==> config.mk <==
export PLATFORM = sky130hd
export DESIGN_NAME = fofb_stream_demux
export DESIGN_NICKNAME = d
export VERILOG_FILES = /design/src/rtl/fofb_stream_demux.sv
export SDC_FILE = /design/constraint.sdc
export NUM_CORES = 1
export LEC_CHECK = 0
export ABC_CLOCK_PERIOD_IN_PS = 2000
export CORE_MARGIN = 2
export CORE_UTILIZATION = 30
export CTS_BUF_LIST = sky130_fd_sc_hd__clkbuf_4 sky130_fd_sc_hd__clkbuf_8
export DETAILED_ROUTE_END_ITERATION = 12
export GPL_TIMING_DRIVEN = 1
export SLEW_MARGIN = 20
export SYNTH_ARGS = -nofsm -noshare
export SYNTH_HDL_FRONTEND = slang
export SYNTH_SLANG_ARGS = --single-unit
==> constraint.sdc <==
create_clock -name ACLK -period 2 [get_ports ACLK]
set_clock_uncertainty 0.15 [all_clocks]
set_input_delay 0.6 -clock ACLK [delete_from_list [all_inputs] [get_ports ACLK]]
set_output_delay 0.6 -clock ACLK [all_outputs]
set_load 0.01 [all_outputs]
==> src/rtl/fofb_stream_demux.sv <==
// One-in, two-out byte stream demultiplexer steered by a header byte that is flagged by TUSER.
// Define FOFB_DEMUX_CNT_EN to add the per-port packet counters PKT_COUNT0/PKT_COUNT1.
module fofb_stream_demux #(
  parameter int CNT_W = 16
) (
  input  logic             ACLK,
  input  logic             ARESETN,
  input  logic             S00_AXIS_TVALID,
  output logic             S00_AXIS_TREADY,
  input  logic [7:0]       S00_AXIS_TDATA,
  input  logic             S00_AXIS_TUSER,
  output logic             M00_AXIS_TVALID,
  input  logic             M00_AXIS_TREADY,
  output logic [7:0]       M00_AXIS_TDATA,
  output logic             M00_AXIS_TUSER,
  output logic             M01_AXIS_TVALID,
  input  logic             M01_AXIS_TREADY,
  output logic [7:0]       M01_AXIS_TDATA,
  output logic             M01_AXIS_TUSER,
  output logic [CNT_W-1:0] DROP_COUNT
`ifdef FOFB_DEMUX_CNT_EN
  ,
  output logic [CNT_W-1:0] PKT_COUNT0,
  output logic [CNT_W-1:0] PKT_COUNT1
`endif
);

  typedef enum logic [2:0] {IDLE, ROUTE0, ROUTE1, BCAST, DROP} state_t;

  state_t state, next_state, hdr_state, target_state;
  logic   sop, free0, free1;
  logic   tgt0, tgt1, discard;
  logic   accept, load0, load1, drop_inc;

  assign sop   = S00_AXIS_TVALID & S00_AXIS_TUSER;
  assign free0 = ~M00_AXIS_TVALID | M00_AXIS_TREADY;
  assign free1 = ~M01_AXIS_TVALID | M01_AXIS_TREADY;

  // A header byte steers itself, so the decoded route applies in the same cycle it is presented.
  assign hdr_state    = S00_AXIS_TDATA[7] ? BCAST : (S00_AXIS_TDATA[0] ? ROUTE1 : ROUTE0);
  assign target_state = sop ? hdr_state : state;

  // NOTE: sequential state uses non-blocking assignments so every register samples pre-edge values.
  always_ff @(posedge ACLK or negedge ARESETN) begin
    if (!ARESETN) state <= IDLE;
    else          state <= next_state;
  end

  // NOTE: every combinational output gets a default first, so no path can infer a latch.
  always_comb begin
    next_state = state;
    if (accept) begin
      if (sop)                next_state = hdr_state;
      else if (state == IDLE) next_state = DROP;
    end
  end

  always_comb begin
    tgt0    = 1'b0;
    tgt1    = 1'b0;
    discard = 1'b0;
    case (target_state)
      ROUTE0:  tgt0 = 1'b1;
      ROUTE1:  tgt1 = 1'b1;
      BCAST: begin
        tgt0 = 1'b1;
        tgt1 = 1'b1;
      end
      default: discard = 1'b1;
    endcase
  end

  // Broadcast waits until both slots can take the byte, keeping the two outputs in lockstep.
  assign S00_AXIS_TREADY = ARESETN & (~tgt0 | free0) & (~tgt1 | free1);
  assign accept   = S00_AXIS_TVALID & S00_AXIS_TREADY;
  assign load0    = accept & tgt0;
  assign load1    = accept & tgt1;
  assign drop_inc = accept & discard;

  // A load takes priority over a drain, so a slot that is emptied and refilled in one cycle leaves no bubble.
  always_ff @(posedge ACLK or negedge ARESETN) begin
    if (!ARESETN) begin
      M00_AXIS_TVALID <= 1'b0;
      M00_AXIS_TDATA  <= '0;
      M00_AXIS_TUSER  <= 1'b0;
    end else if (load0) begin
      M00_AXIS_TVALID <= 1'b1;
      M00_AXIS_TDATA  <= S00_AXIS_TDATA;
      M00_AXIS_TUSER  <= S00_AXIS_TUSER;
    end else if (M00_AXIS_TREADY) begin
      M00_AXIS_TVALID <= 1'b0;
    end
  end

  always_ff @(posedge ACLK or negedge ARESETN) begin
    if (!ARESETN) begin
      M01_AXIS_TVALID <= 1'b0;
      M01_AXIS_TDATA  <= '0;
      M01_AXIS_TUSER  <= 1'b0;
    end else if (load1) begin
      M01_AXIS_TVALID <= 1'b1;
      M01_AXIS_TDATA  <= S00_AXIS_TDATA;
      M01_AXIS_TUSER  <= S00_AXIS_TUSER;
    end else if (M01_AXIS_TREADY) begin
      M01_AXIS_TVALID <= 1'b0;
    end
  end

  always_ff @(posedge ACLK or negedge ARESETN) begin
    if (!ARESETN)                          DROP_COUNT <= '0;
    else if (drop_inc && DROP_COUNT != '1) DROP_COUNT <= DROP_COUNT + 1'b1;
  end

`ifdef FOFB_DEMUX_CNT_EN
  // Packet counters wrap rather than saturate.
  always_ff @(posedge ACLK or negedge ARESETN) begin
    if (!ARESETN) begin
      PKT_COUNT0 <= '0;
      PKT_COUNT1 <= '0;
    end else begin
      if (load0 && sop) PKT_COUNT0 <= PKT_COUNT0 + 1'b1;
      if (load1 && sop) PKT_COUNT1 <= PKT_COUNT1 + 1'b1;
    end
  end
`endif

endmodule

==> results.tsv <==
metric	value	unit
status	finished, violations left	
violations	setup timing	
antenna_left	0	
ys_async_sr_fraction	1.000	
dieWidth	82.83	µm
fin_util	0.5206	
drive_above_1_share	0.4414	
grt_max_degree	24	
grt_pass1_wl	7362	µm
finalMaxSlewViolations	0	
dpl.hpwl	3237	µm
ys_warn_count	0	
numCtsBuffers	5	
finalHoldViolations	0	
hold_class	input pin to asynchronous set/reset pin	
cts_sinks	39	
num_vias	1554	
synth_area	1864	µm²
diodes	0	
n_fill_cell	546	
drc	0	
drtIter0Drc	66	
final_area	3100	µm²
r2r_start	state[2]	
p_leak	1.373	nW
synth_area_leader_cell	dfrtp_1	
cts_tree	yes	
crit_path_start_kind	input pin	
ys_seq_area_frac	0.5235	
yosys.cell_count.top_type	dfrtp_1	
required	1.25	ns
grt_overflow	0	
h-tree-depth	2	
first_global_vias	1554	
cts-root-buf	clkbuf_8	
fmax	0.4590	GHz
cts_buffer_depth	2	
cellPowerDensity	975.6	nW/µm²
io_buffer_count	50	
num_rows	28	
r2r_slack	-0.04	ns
antenna_found_initial	0	
cp_max_fo	3	
syn2layout_area_growth	66.31	%
synth_edf_count	0	
dpl_worst_slack	-1.098	ns
ios	51	
setup_tns	-0.8791	ns
maxSlewHeadroom	0.7744	
syn-instance-count	151	
wire_per_inst	13.60	µm
yosys.area.top_type_share	0.5235	
fp.dieH	82.83	µm
syn_nets	166	
grt_usage	0.1318	
synth_ff_type	dfrtp_1	
synth_area_leaders	dfrtp_1 (52%), mux2_2 (11%), xnor2_1 (5.2%)	
die-area	6861	µm²
worst_ep_arrival_time	1.43	ns
path_clk_slew	0.08	ns
finalCriticalPeriod	2.178	ns
period_share	1.089	
start_util	0.3130	
dpl_cell_area	2774	µm²
vdd_drop_max	0.0004523	V
gp_congestion	0.7930	
synth_area_per_cell	12.35	µm²
coreArea	5956	µm²
worstReg2RegEnd	M00_AXIS_TDATA[0]	
synth.distinct_cells	39	
rsz0062_at_grt	true	
ys_seq_elements	39	
finalSetupViolCount	14	
avgViaCountPerCell	4.695	
postRouteWirelength	4501	µm
worstSetupEndpointType	primary output	
layout.nets	270	
drt_pass1_iterations	4	
finalWorstSetupSlack	-0.1785	ns
path_class	input pin to primary output	
synth_commonest_cells	dfrtp_1 (39), mux2_2 (18), nand4_1 (12)	
clk_latency	0.29	ns
worst_pin_slew	0.3356	ns
reg2reg_depth	8	
maxCapViolations	0	
## worst max-delay path: stages
cell and delay [ns]:
buf_4 0.13, nand2_4 0.08, mux2i_4 0.24, a22oi_2 0.11, and2_4 0.16, buf_6 0.11
## placed cells by master, fill, tap and decap left out, drive strengths merged, types with 3 or more instances in the layout
cell type      instances
dlygate4sd2            7
a21oi                  4
nor3                   3
and3                   3
nor2                   4
buf                   55
nand3                  8
nor4                   3
nand2                 11
dfrtp                 39
clkdlybuf4s50         37
clkbuf                 6
nand2b                 5
mux2                  21
and2                   3
xnor2                 11
nand4                 12
## metal layers
layer  share of wire  track usage  wire length, µm  vias to the layer above
met3           0.027      0.02485              120                        2
met5               0            0                0                        -
met1            0.48       0.1767             2160                      762
li1                -            -                -                      757
met2            0.49       0.2126             2186                       33
met4          0.0076      0.04769               34                        0
## power breakdown
group,total [mW],switching [mW],internal (mW)
Clock,0.682,0.278,0.404
Combinational,1.20,0.456,0.743
Sequential,1.14,0.133,1.01
## cell type report
class,instances,area [µm²],area share
multi-input cells,108,994.7,0.3208
inverters,2,7.507,0.002421
flip-flops and latches,39,983.4,0.3172
clock buffers,6,82.58,0.02663
clock inverters,2,35.03,0.01130
well taps,75,93.84,0.03027
repair buffers,99,903.4,0.2914
## cell families (layout without fill, tap and decap cells)
kind of cell               count (synthesis)  after routing  synth area share
DFF                                       39             39            0.5235
xor gates and xnor gates                  13             13           0.06107
muxes                                     22             22            0.1430
buffers and inverters                      4            109           0.01208
adders and majority gates                  1              1          0.006710
and+or+nand+nor                           61             61            0.1973
AOI/OAI and AO/OA                         11             11           0.05638
## worst max path at each step
| stage | to | from | depth (start not counted) | slack (ns) |
|---|---|---|---|---|
| detailed placement | S00_AXIS_TREADY | S00_AXIS_TUSER | 6 | -1.10 |
| finish | S00_AXIS_TREADY | S00_AXIS_TVALID | 6 | -0.18 |
| global placement | S00_AXIS_TREADY | S00_AXIS_TUSER | 6 | -1.11 |
| floorplan | S00_AXIS_TREADY | S00_AXIS_TVALID | 4 | -0.07 |
| global route | S00_AXIS_TREADY | S00_AXIS_TDATA[7] | 6 | -0.23 |
| CTS | S00_AXIS_TREADY | S00_AXIS_TDATA[7] | 6 | -0.18 |
## sequential cells by signal, indices dropped and copies added (netlist names)
| name | cells |
|---|---|
| state | 3 |
| M00_AXIS_TUSER | 1 |
| M00_AXIS_TDATA | 8 |
| M00_AXIS_TVALID | 1 |
| M01_AXIS_TUSER | 1 |
| M01_AXIS_TDATA | 8 |
| DROP_COUNT | 16 |
| M01_AXIS_TVALID | 1 |
## repair_timing
item                       CTS  global route
resized for setup           45            13
pin swaps                    4             6
cloned                       0             0
setup endpoints to repair   58            17
hold buffers                 0             0
setup buffers               14             2
## per-stage QoR
step | hold WS, ns | cells | power, mW
2_1_floorplan | 0.1544 | 151 | 1.643
3_3_place_gp | 0.3394 | 307 | 2.285
3_5_place_dp | 0.3426 | 307 | 2.296
4_1_cts | 0.1897 | 329 | 3.038
5_1_grt | 0.2005 | 331 | 3.193
6_report | 0.1749 | 331 | 3.025
No activity file was read; power rests on OpenSTA's default activity.
